## src/rtl/aibio_pi_phsel_pkg.sv

```systemverilog
// Shared constants, the step-direction type and the direction function for the
// phase-interpolator phase-select sequencer.
// Pure definitions: no ports, no state, no clocking.
package aibio_pi_phsel_pkg;

  localparam int NCH_DEF = 2;  // channels (even/odd)
  localparam int NPH_DEF = 4;  // phases per bank, power of two, >= 2

  typedef enum logic [1:0] {
    STEP_NONE = 2'd0,
    STEP_UP   = 2'd1,
    STEP_DN   = 2'd2
  } step_dir_e;

  // Shortest way round the code ring of p positions. An exact half-ring
  // distance is resolved upward so the choice is deterministic.
  function automatic step_dir_e step_dir(input int unsigned cur,
                                         input int unsigned tgt,
                                         input int unsigned p);
    int unsigned diff;
    diff = (tgt + p - cur) % p;
    if (diff == 0)
      return STEP_NONE;
    else if (diff <= p / 2)
      return STEP_UP;
    else
      return STEP_DN;
  endfunction

endpackage

```

## src/rtl/aibio_pi_phsel_chan.sv

```systemverilog
// One phase-select channel: target register, interval counter, walker, decoder.
// Latency: a step lands step_ivl+1 cycles after the load edge; done one cycle after arrival.
// Backpressure: none; a new target replaces the old one at any time, freeze holds the walk.
// Ports: clk/rst_n; tgt_vld/tgt_code load the target; step_ivl, jump_mode, freeze are
// shared controls; phsel_stg1/phsel_stg2/code/busy/done are registered outputs.
module aibio_pi_phsel_chan
  import aibio_pi_phsel_pkg::*;
#(
  parameter  int NPH = NPH_DEF,
  localparam int P   = 2 * NPH,
  localparam int CW  = $clog2(P)
) (
  input  logic           clk,
  input  logic           rst_n,
  input  logic           tgt_vld,
  input  logic [CW-1:0]  tgt_code,
  input  logic [3:0]     step_ivl,
  input  logic           jump_mode,
  input  logic           freeze,
  output logic [NPH-1:0] phsel_stg1,
  output logic           phsel_stg2,
  output logic [CW-1:0]  code,
  output logic           busy,
  output logic           done
);

  logic [CW-1:0] cur_q, cur_d, tgt_q, tgt_d;
  logic [3:0]    cnt_q, cnt_d;
  logic          busy_d, done_d;
  // Set by every load, cleared when the matching done is reported; this is
  // what lets a load equal to the current code still produce a done pulse,
  // and keeps a mid-walk retarget down to a single done.
  logic          arm_q, arm_d;
  step_dir_e     dir;

  always_comb begin
    // Stepping always follows the registered target, so a load never moves
    // the code on its own edge.
    dir    = step_dir(32'(cur_q), 32'(tgt_q), 32'(P));
    tgt_d  = tgt_vld ? tgt_code : tgt_q;
    cur_d  = cur_q;
    cnt_d  = cnt_q;
    busy_d = busy;
    done_d = 1'b0;
    arm_d  = arm_q;
    if (!freeze) begin
      if (dir == STEP_NONE) begin
        cnt_d  = '0;
        busy_d = 1'b0;
        if (arm_q) begin
          done_d = 1'b1;
          arm_d  = 1'b0;
        end
      end else if (jump_mode) begin
        // Land directly and report completion together with the new code.
        cur_d  = tgt_q;
        cnt_d  = '0;
        busy_d = 1'b0;
        done_d = 1'b1;
        arm_d  = 1'b0;
      end else begin
        busy_d = 1'b1;
        if (cnt_q == step_ivl) begin
          cnt_d = '0;
          // CW-bit arithmetic wraps the ring for free since P is 2**CW.
          cur_d = (dir == STEP_UP) ? cur_q + CW'(1) : cur_q - CW'(1);
        end else begin
          cnt_d = cnt_q + 4'd1;
        end
      end
    end
    if (tgt_vld)
      arm_d = 1'b1;
  end

  always_ff @(posedge clk or negedge rst_n) begin
    if (!rst_n) begin
      cur_q      <= '0;
      tgt_q      <= '0;
      cnt_q      <= '0;
      arm_q      <= 1'b0;
      busy       <= 1'b0;
      done       <= 1'b0;
      phsel_stg1 <= NPH'(1);
      phsel_stg2 <= 1'b0;
    end else begin
      cur_q      <= cur_d;
      tgt_q      <= tgt_d;
      cnt_q      <= cnt_d;
      arm_q      <= arm_d;
      busy       <= busy_d;
      done       <= done_d;
      // Decode from the next code so the selects are registered and stay
      // aligned with the code output.
      phsel_stg1 <= NPH'(1) << cur_d[CW-2:0];
      phsel_stg2 <= cur_d[CW-1];
    end
  end

  assign code = cur_q;

endmodule

```

## src/rtl/aibio_pi_phsel_seq.sv

```systemverilog
// Multi-channel phase-interpolator phase-select sequencer (NCH independent walkers).
// Latency: outputs registered; step every i_step_ivl+1 cycles, jump lands one cycle after load.
// Backpressure: none; i_freeze holds all codes and counters, loads are still captured.
// Ports: i_clk/i_rst_n; per-channel i_tgt_vld/i_tgt_code; shared i_step_ivl, i_jump_mode,
// i_freeze; per-channel o_phsel_stg1 (one-hot), o_phsel_stg2, o_code, o_busy, o_done.
module aibio_pi_phsel_seq
  import aibio_pi_phsel_pkg::*;
#(
  parameter  int NCH = NCH_DEF,
  parameter  int NPH = NPH_DEF,
  localparam int P   = 2 * NPH,
  localparam int CW  = $clog2(P)
) (
  input  logic               i_clk,
  input  logic               i_rst_n,
  input  logic [NCH-1:0]     i_tgt_vld,
  input  logic [NCH*CW-1:0]  i_tgt_code,
  input  logic [3:0]         i_step_ivl,
  input  logic               i_jump_mode,
  input  logic               i_freeze,
  output logic [NCH*NPH-1:0] o_phsel_stg1,
  output logic [NCH-1:0]     o_phsel_stg2,
  output logic [NCH*CW-1:0]  o_code,
  output logic [NCH-1:0]     o_busy,
  output logic [NCH-1:0]     o_done
);

  for (genvar c = 0; c < NCH; c++) begin : g_chan
    aibio_pi_phsel_chan #(.NPH(NPH)) u_chan (
      .clk        (i_clk),
      .rst_n      (i_rst_n),
      .tgt_vld    (i_tgt_vld[c]),
      .tgt_code   (i_tgt_code[c*CW +: CW]),
      .step_ivl   (i_step_ivl),
      .jump_mode  (i_jump_mode),
      .freeze     (i_freeze),
      .phsel_stg1 (o_phsel_stg1[c*NPH +: NPH]),
      .phsel_stg2 (o_phsel_stg2[c]),
      .code       (o_code[c*CW +: CW]),
      .busy       (o_busy[c]),
      .done       (o_done[c])
    );
  end

endmodule

```

## config.mk

```make
export PLATFORM = sky130hd
export DESIGN_NAME = aibio_pi_phsel_seq
export DESIGN_NICKNAME = d
export VERILOG_FILES = /design/src/rtl/aibio_pi_phsel_pkg.sv /design/src/rtl/aibio_pi_phsel_chan.sv /design/src/rtl/aibio_pi_phsel_seq.sv
export SDC_FILE = /design/constraint.sdc
export NUM_CORES = 1
export LEC_CHECK = 0
export CORE_MARGIN = 8
export CORE_UTILIZATION = 40
export DETAILED_ROUTE_END_ITERATION = 12
export PLACE_DENSITY = 0.73
export SLEW_MARGIN = 15
export SYNTH_ARGS = -nofsm -noshare
export SYNTH_HDL_FRONTEND = slang
export SYNTH_HIERARCHICAL = 1
export SYNTH_SLANG_ARGS = --single-unit
```

## constraint.sdc

```tcl
create_clock -name i_clk -period 3.3 [get_ports i_clk]
set_clock_uncertainty 0.05 [all_clocks]
set_input_delay 0.825 -clock i_clk [delete_from_list [all_inputs] [get_ports i_clk]]
set_output_delay 0.825 -clock i_clk [all_outputs]
set_load 0.03 [all_outputs]
```

## Yosys cells after proc, flatten, opt, wreduce, memory -nomap -nowiden

Index checks and enable logic that the tools add are counted.

| word-level totals | value |
|---|---|
| register bits after elaboration | 36 |
| output and inout port bits | 20 |
| word-level logic and storage cells | 81 |

| operators by class | value |
|---|---|
| add/subtract/negate cells | 10 |
| order comparisons | 2 |
| equal/unequal tests | 6 |
| shift-type cells | 2 |
| multiplexer cells | 37 |
| reductions and logical operators | 8 |

Operator list:

| kind | number |
|---|---|
| $logic_not 32->1 | 2 |
| $mux 3 | 10 |
| $mux 4 | 6 |
| $mux 1 | 17 |
| $add 3x1->3 const B | 4 |
| $add 4x1->4 const B | 2 |
| $eq 4x4->1 | 2 |
| $mux 2 | 4 |
| $shl 1x2->4 const A | 2 |
| $le 3x3->1 const B | 2 |
| $reduce_bool 3->1 | 2 |
| $sub 3x1->3 const B | 2 |
| $sub 3x3->3 | 2 |
| $eq 2x1->1 const B | 2 |
| $logic_not 2->1 | 2 |
| $ne 2x2->1 const B | 2 |
| $reduce_and 2->1 | 2 |

## Logic depth before layout (Yosys ltp)

Gate-level depths: netlist (run 1).

| depth | value |
|---|---|
| depth after elaboration | 12 |
| depth in mapped cells | 12 |

## By module

Netlist (run 1), hierarchy kept.

By module, submodules not included:

| module | instances | cells an instance | area each (sq um) | sequential area each (sq um) |
|---|---|---|---|---|
| aibio_pi_phsel_chan | 2 | 88 | 925.9 | 426.7 |

## Worst setup path before layout (run 1)

Ideal clock, no wire load.

| path | value |
|---|---|
| kind | register -> register |
| start point | register g_chan[0].u_chan.cur_q[0] |
| end point | register g_chan[0].u_chan.phsel_stg1[1] |
| library setup time | 0.125 ns |
| arrival time | 2.720 ns |
| slack | 0.405 ns |
| cell stages (with the launch flop) | 10 |
| path buffers | 0 |
| clock period less this slack | 2.895 ns |
| path through | dfrtp_1 -> ha_1 -> fa_1 -> xnor2_1 -> xnor2_1 -> ha_1 -> fa_1 -> mux2_4 -> a21oi_1 -> nor2b_1 |

| between the ends | value |
|---|---|
| word-level cells in the longest chain between the ends | 11 |
| elaborated cells between the ends (all ways) | 15 |
| those cells by class | add/sub (3); order compare (1); eq/ne (1); shift (1); mux (7); reduce/logical (2) |

RTL lines:

| item | line | text |
|---|---|---|
| start, declared | aibio_pi_phsel_chan.sv:27 | `logic [CW-1:0] cur_q, cur_d, tgt_q, tgt_d;` |
| start signal, assigned | aibio_pi_phsel_chan.sv:87 | `cur_q <= cur_d;` |
| $sub 3x3->3 | aibio_pi_phsel_pkg.sv:21 | `diff = (tgt + p - cur) % p;` |
| $le 3x3->1 | aibio_pi_phsel_pkg.sv:24 | `else if (diff <= p / 2)` |
| $mux 2 | aibio_pi_phsel_pkg.sv:24 |  |
| $mux 2 | aibio_pi_phsel_pkg.sv:22 | `if (diff == 0)` |
| $eq 2x1->1 | aibio_pi_phsel_chan.sv:66 | `cur_d = (dir == STEP_UP) ? cur_q + CW'(1) : cur_q - CW'(1);` |
| $mux 3 | aibio_pi_phsel_chan.sv:66 |  |
| $mux 3 | aibio_pi_phsel_chan.sv:63 | `if (cnt_q == step_ivl) begin` |
| $mux 3 | aibio_pi_phsel_chan.sv:54 | `end else if (jump_mode) begin` |
| $mux 3 (*) | aibio_pi_phsel_chan.sv:47 | `if (dir == STEP_NONE) begin` |
| $mux 3 (*) | aibio_pi_phsel_chan.sv:46 | `if (!freeze) begin` |
| via g_chan[0].u_chan.cur_d[1] | aibio_pi_phsel_chan.sv:27 |  |
| $shl 1x2->4 (*) | aibio_pi_phsel_chan.sv:95 | `phsel_stg1 <= NPH'(1) << cur_d[CW-2:0];` |
| end signal, assigned | aibio_pi_phsel_chan.sv:95 |  |
| end, declared | aibio_pi_phsel_chan.sv:20 | `output logic [NPH-1:0] phsel_stg1,` |

The timed path passes the listed nets; every way through them passes the cells marked *.
A chain may end at the register's enable or synchronous reset.

## Worst setup path after layout (run 1)

Ends and elaborated chain as after synthesis.

==> results.md, run 1 <==
* Status: finished clean
* Multiplexer share of the synthesized area at 0.0500
* Via count at 1415
* Final hold violation count at 0
* Vias in the first global route at 1465
* Worst Path Arrival at 3080 ps
* Clk_lat worst skew at 290 ps
* Largest net degree at the start of global routing at 35
* RR Endpoint: g_chan[0].u_chan/phsel_stg1[1]
* DIE WIDTH at 84.0 microns
* TritonCTS buffer count at 5
* Post-synth ARST share at 1.00
* Initial DRT Pass Iterations at 4
* Post-route ant nets at 0
* Clock Pin Slew Worst Setup and Hold Paths at 70 ps
* Top-area cell type share of the netlist area at 0.432
* Final Cycle Share at 0.898
* Worst reg2reg setup slack at 340 ps
* Port Buf Inserts at 35
* Initial antenna violation count at 0
* Leakage at 1.04 nW
* Max incr delay on CP at 460 ps
* Layout area overhead at 26.7%
* Number of DRC markers in iteration 0 at 43
* R2R depth at 9
* Critical path cell sequence: ha_1 > fa_1 > xnor2_1 > xnor2_1 > ha_1 > fa_1 > mux2_4 > a21oi_1 > nor2b_1
* Post-synth EDFFs at 0
* Post-route minimum period at 2960 ps
* First-pass GRT wire length at 7.07 mm
* Top cells by area, synth: dfrtp_1 43%, xor2_1 4.7%, fa_1 4.3%
* Critical path class: reg2reg
* Worst Tran Pin Value at 576 ps
* Unrepaired setup endpoints after global routing: false
* Max FO, Critical Path at 6
* Tightest Hold Check Type: reg2reg
* IR drop worst, VDD at 417 uV
* Share of layout cells above drive strength 1 at 0.107
* Seq/Total Area, Yosys at 0.461
* Cell Area, Synth at 0.00185 sq mm
* Net Count, Synth at 202
* Req. time, crit path at 3420 ps
* Netlist cell types at 33
* Ant diodes at 0
* Max_cap viols at 0
* Routed WL per cell at 15.3 microns
* FMAX at 337 MHz
* Clock sink total at 34
* Die Height at 84.0 microns
* Core outline area at 0.00441 sq mm
* Area share of fa/ha/maj cells after synthesis at 0.0838
* Final wirelength at 4.08 mm
* YS warnings at 6
* Synth Area in Simple Gates at 0.153
* Post-cts gate resize count at 0
* Setup bufs post-CTS at 0
* FF+latch area at 853 sq um
* Slew Limit Fails at 0
* Via/cell ratio at 5.30
* Final setup TNS at 0 ps
* GR Overflow Total at 0
* Synth Area in XOR/XNOR at 0.0662
* Critical Path Start Type: register
* Hold-fix buffers, CTS at 0
* Min-Delay Endpoint: g_chan[0].u_chan/busy
* Slowest CP cell: dfrtp_1
* Yosys reg bits at 34
* Synth area leader: dfrtp_1
* Fin nets at 241
* CTS tree: yes
* Hold depth at 1
* Compound-Gate Fraction of Synth Area at 0.146
* Area occupied by multi-input gates at 923 sq um
* Clock root buffer master: clkbuf_8
* Die area at 0.00706 sq mm
* Setup violations, final at 0
* Total track usage at 0.122
* CP endpoint kind: register
* Detail Placement HPWL at 2.97 mm
* Critical Path Start: g_chan[0].u_chan/code[0]
* DRC at 0
* Rows at 24
* Initial Utilization at 0.420
* Largest family of logic cells by synthesized area: simple AND/OR/NAND/NOR gates
* Maximum root-to-sink buffer count at 2
* Htree depth at 2
* Pwr Density at 987 mW/mm^2
* RR Startpoint: g_chan[0].u_chan/code[0]
* Cells after Synth at 176
* Final Wtd Congestion at 0.805
* Worst Hold Launch: g_chan[0].u_chan/busy
* Filler Cells Inserted at 392
* Syn_area_per_cell at 10.5 sq um
* Relative slew slack at 0.613
* Main synth FF type: dfrtp_1
* IO Count at 36
* Final core utilization at 0.531
[final cells by class]
| cell class | instances | share of cell area |
|---|---|---|
| tap | 52 | 0.0277 |
| timing repair buffer | 38 | 0.159 |
| multi-input combinational | 124 | 0.394 |
| inverter | 12 | 0.0192 |
| clock buffer | 7 | 0.0368 |
| sequential | 34 | 0.364 |
[layout by cell type, fill, tap and decap left out, drive strengths merged, types with 6 or more instances in the layout]
| master | count |
|---|---|
| clkdlybuf4s50 | 35 |
| dfrtp | 32 |
| nor2 | 16 |
| inv | 12 |
| o21ai | 12 |
| a21oi | 12 |
| xor2 | 10 |
| nand2 | 10 |
| clkbuf | 7 |
| nand3 | 6 |
| ha | 6 |
[worst max-delay path: cells and delay by family (launching register included)]
kind / cells / cell delay, ps
AND/OR/NAND/NOR: 1 / 80
XOR/XNOR: 2 / 280
AO/OA/AOI/OAI: 1 / 230
adder cells (fa/ha/maj): 4 / 1460
multiplexers: 1 / 280
flip-flops: 1 / 460
[report_power, final]
part	internal, mW	switching, mW
combinational	0.576	0.733
clock	0.165	0.142
sequential	0.565	0.134
[synthesized netlist by cell type, types with 4 or more instances]
library cell,number
nand2_1,10
xnor2_1,4
ha_1,6
o21ai_0,12
a31oi_1,4
nand3_1,6
clkbuf_1,4
dfrtp_1,32
fa_1,4
inv_1,12
xor2_1,10
a21oi_1,12
nand2b_1,4
nor2_1,16
mux2i_1,4
[per-stage QoR]
stage	worst slack [ps]	cell area (sq um)	std cells	power (mW)	hold WS [ps]
after floorplan	405	1850	176	1.61	422
after global placement	406	2260	260	1.97	426
after detailed placement	380	2260	260	2.01	431
after CTS	341	2350	267	2.34	447
after global routing	174	2350	267	2.50	459
final	335	2350	267	2.32	444
[worst max path at each step]
stage / depth (start not counted) / slack [ps] / to
floorplan: 9 / 400 / g_chan[0].u_chan/phsel_stg1[1]
global route: 10 / 170 / g_chan[1].u_chan/phsel_stg1[1]
finish: 9 / 340 / g_chan[0].u_chan/phsel_stg1[1]
detailed placement: 9 / 380 / g_chan[0].u_chan/phsel_stg1[1]
CTS: 9 / 340 / g_chan[0].u_chan/phsel_stg1[1]
global placement: 9 / 410 / g_chan[0].u_chan/phsel_stg1[1]
[state kept, by name, indices dropped and copies added, names as in the netlist]
signal and cells:
g_chan.u_chan/arm_q 2, g_chan.u_chan/code 6, g_chan.u_chan/busy 2, g_chan.u_chan/cnt_q 8, g_chan.u_chan/done 2, g_chan.u_chan/tgt_q 6
g_chan.u_chan/phsel_stg1 8
[cell families after synthesis]
kind of cell,after synthesis
adders and majority gates,10
AOI/OAI and AO/OA,42
buffers and inverters,18
DFF,34
and+or+nand+nor,50
muxes,8
xor gates and xnor gates,14
[metal layers]
layer | vias up | part of all wire | wire [microns] | GRT usage
li1 | 693 | - | - | -
met2 | 43 | 0.49 | 1990 | 0.196
met5 | - | 0 | 0 | 0
met1 | 672 | 0.43 | 1770 | 0.143
met4 | 0 | 0.017 | 70 | 0.0597
met3 | 7 | 0.061 | 247 | 0.0371
(Power assumes the default switching activity.)
==> inputs of run 2 (changes only) <==
--- a/config.mk
+++ b/config.mk
@@ -6,9 +6,9 @@
 export NUM_CORES = 1
 export LEC_CHECK = 0
 export CORE_MARGIN = 8
-export CORE_UTILIZATION = 40
+export CORE_UTILIZATION = 51
 export DETAILED_ROUTE_END_ITERATION = 12
-export PLACE_DENSITY = 0.73
+export PLACE_DENSITY = 0.88
 export SLEW_MARGIN = 15
 export SYNTH_ARGS = -nofsm -noshare
 export SYNTH_HDL_FRONTEND = slang
==> constraint.sdc (replaced) <==
create_clock -name i_clk -period 3.3 [get_ports i_clk]
set_clock_uncertainty 0.05 [all_clocks]
set_input_delay 0.66 -clock i_clk [delete_from_list [all_inputs] [get_ports i_clk]]
set_output_delay 0.66 -clock i_clk [all_outputs]
set_load 0.03 [all_outputs]
==> run 2 against run 1 <==
- critical path depth did not move
- clock-buffer cell count unchanged
- largest power group unchanged
- cell area is 0.69% lower
- clock power down 3%
- global-route usage up 1.6 points
==> results.md, run 2 (synthesis results as in run 1) <==
* GR Overflow Total at 0 (unchanged)
* Worst Path Arrival at 3170 ps (+90 ps)
* Post-cts gate resize count at 0 (unchanged)
* Final Wtd Congestion at 0.890 (+11%)
* Filler Cells Inserted at 291 (-26%)
* Total track usage at 0.138 (+0.0157)
* Reg power frac at 0.300 (-0.002)
* Slew Limit Fails at 0 (unchanged)
* Largest net degree at the start of global routing at 35 (unchanged)
* Share of layout cells above drive strength 1 at 0.106 (-0.000495)
* DIE WIDTH at 76.3 microns (-9.3%)
* DRC at 0 (unchanged)
* Fin cells at 264 (-1.1%)
* Post-route minimum period at 3000 ps (+33.9 ps)
* Setup bufs post-CTS at 0 (unchanged)
* Req. time, crit path at 3470 ps (+50 ps)
* Clock root buffer master: clkbuf_4
* Detail Placement HPWL at 2.85 mm (-3.9%)
* Net Sw Frac at 0.436 (+0.000738)
* Core outline area at 0.00358 sq mm (-19%)
* Int Pwr at 1.31 mW (about the same)
* Status: finished clean
* Post-route ant nets at 0 (unchanged)
* Final wirelength at 3.80 mm (-6.8%)
* Power share of the clock group at 0.129 (-0.004)
* Final Cycle Share at 0.909 (+0.0103)
* Die Height at 76.3 microns (-9.3%)
* Dpl cells at 256 (-1.5%)
* CTS tree: yes
* Initial DRT Pass Iterations at 4 (unchanged)
* Critical path class: reg2reg
* Max FO, Critical Path at 6 (unchanged)
* IO Count at 36 (unchanged)
* Vias in the first global route at 1379 (-5.9%)
* CP endpoint kind: register
* Total power at 2.32 mW (+0.12%)
* Via/cell ratio at 5.49 (+3.6%)
* Clock sink total at 34 (unchanged)
* Ant diodes at 0 (unchanged)
* Leakage at 1.03 nW (-0.47%)
* Maximum root-to-sink buffer count at 2 (unchanged)
* Port Buf Inserts at 35 (unchanged)
* Final hold violation count at 0 (unchanged)
* Layout area overhead at 25.8%
* Most common library cell in the layout ignoring fill and taps: clkdlybuf4s50_1
* Sw power at 1.01 mW (+0.29%)
* Number of DRC markers in iteration 0 at 140 (+230%)
* Fin nets at 241 (unchanged)
* Relative slew slack at 0.576 (-0.0374)
* Via count at 1449 (+2.4%)
* Initial antenna violation count at 0 (unchanged)
* Clk_lat worst skew at 340 ps (+50 ps)
* First-pass GRT wire length at 6.58 mm (-6.9%)
* Htree depth at 2 (unchanged)
* Setup violations, final at 0 (unchanged)
* Final setup TNS at 0 ps (unchanged)
* Clock Pin Slew Worst Setup and Hold Paths at 100 ps (+30 ps)
* Initial Utilization at 0.517 (+0.0980)
* Critical Path Start Type: register
* IR drop worst, VDD at 798 uV (+91%)
* Rows at 22 (-8.3%)
* Hold-fix buffers, CTS at 0 (unchanged)
* FMAX at 333 MHz (-1.1%)
* Commonest cells after routing, fill and taps aside: 35 x clkdlybuf4s50_1, 32 x dfrtp_1, 16 x nor2_1
* Pwr Density at 996 mW/mm^2 (+0.82%)
* Worst Tran Pin Value at 634 ps (+58.4 ps)
* Routed WL per cell at 14.4 microns (-5.7%)
* Die area at 0.00581 sq mm (-18%)
* Power share of the combinational group at 0.572 (+0.007)
* Biggest regs: g_chan.u_chan/cnt_q x8, g_chan.u_chan/phsel_stg1 x8
* TritonCTS buffer count at 5 (unchanged)
* Tightest Hold Check Type: reg2reg
* Max_cap viols at 0 (unchanged)
* Unrepaired setup endpoints after global routing: false
## run 2: changes by cell type in the layout (fill, tap and decap cells not counted)
cell / before / now
bufinv_16: 0 / 1
clkbuf_1: 1 / 2
clkbuf_4: 0 / 5
clkbuf_8: 6 / 0
## run 2: worst paths after layout
| path | start | end | slack (ps) | depth (start not counted) |
|---|---|---|---|---|
| max in group asynchronous | i_rst_n | g_chan[1].u_chan/phsel_stg1[0] | 2180 | 2 |
| worst min-delay path | g_chan[0].u_chan/busy | g_chan[0].u_chan/busy | 450 | 1 |
| min in group asynchronous | i_rst_n | g_chan[1].u_chan/cnt_q[0] | 670 | 2 |
| worst min register to register | g_chan[0].u_chan/busy | g_chan[0].u_chan/busy | 450 | 1 |
| worst max-delay path | g_chan[1].u_chan/code[0] | g_chan[1].u_chan/phsel_stg1[1] | 300 | 9 |
| worst max register to register | g_chan[1].u_chan/code[0] | g_chan[1].u_chan/phsel_stg1[1] | 300 | 9 |
## run 2: final cells by class
class | count | area, sq um | share of cell area
Clock buffer | 7 | 45.0 | 0.0193
Timing Repair Buffer | 38 | 373 | 0.160
Sequential cell | 34 | 853 | 0.366
Tap cell | 48 | 60.1 | 0.0258
Clock inverter | 1 | 30.0 | 0.0129
Inverter | 12 | 45.0 | 0.0193
Multi-Input combinational cell | 124 | 923 | 0.396
## run 2: through the flow
stage / hold slack [ps] / instance area, sq um / setup WS [ps] / util
finish: 454 / 2330 / 301 / 0.651
global route: 479 / 2330 / 138 / 0.651
CTS: 456 / 2330 / 299 / 0.651
detailed placement: 419 / 2250 / 312 / 0.630
global placement: 415 / 2250 / 497 / 0.630
floorplan: 314 / 1850 / 405 / -
## run 2: worst max-delay path: stages (launching register included)
cell and delay, ps:
dfrtp_1 460, ha_1 260, fa_1 400, xnor2_1 150
xnor2_1 140, ha_1 340, fa_1 480, mux2_4 280
a21oi_1 260, nor2b_1 80
## run 2: power groups by stage
stage	Combinational [mW]	Clock [mW]	Sequential (mW)
global route	1.45	0.324	0.720
floorplan	0.734	0	0.877
global placement	1.28	0	0.698
CTS	1.34	0.305	0.695
detailed placement	1.32	0	0.702
finish	1.33	0.298	0.695
## run 2: routing by layer
metal,track usage,vias to the layer above,part of all wire
met3,0.0330,10,0.053
met1,0.175,700,0.44
met4,0.0788,0,0.029
met5,0,-,0
met2,0.208,50,0.47
li1,-,689,-
==> inputs of run 3 (changes only) <==
--- a/config.mk
+++ b/config.mk
@@ -7,8 +7,10 @@
 export LEC_CHECK = 0
 export CORE_MARGIN = 8
 export CORE_UTILIZATION = 51
+export CTS_CLUSTER_SIZE = 40
 export DETAILED_ROUTE_END_ITERATION = 12
 export PLACE_DENSITY = 0.88
+export SKIP_CTS_REPAIR_TIMING = 1
 export SLEW_MARGIN = 15
 export SYNTH_ARGS = -nofsm -noshare
 export SYNTH_HDL_FRONTEND = slang
==> results of run 3 <==
The final DEF is identical to that of run 2; final timing and power are the same.
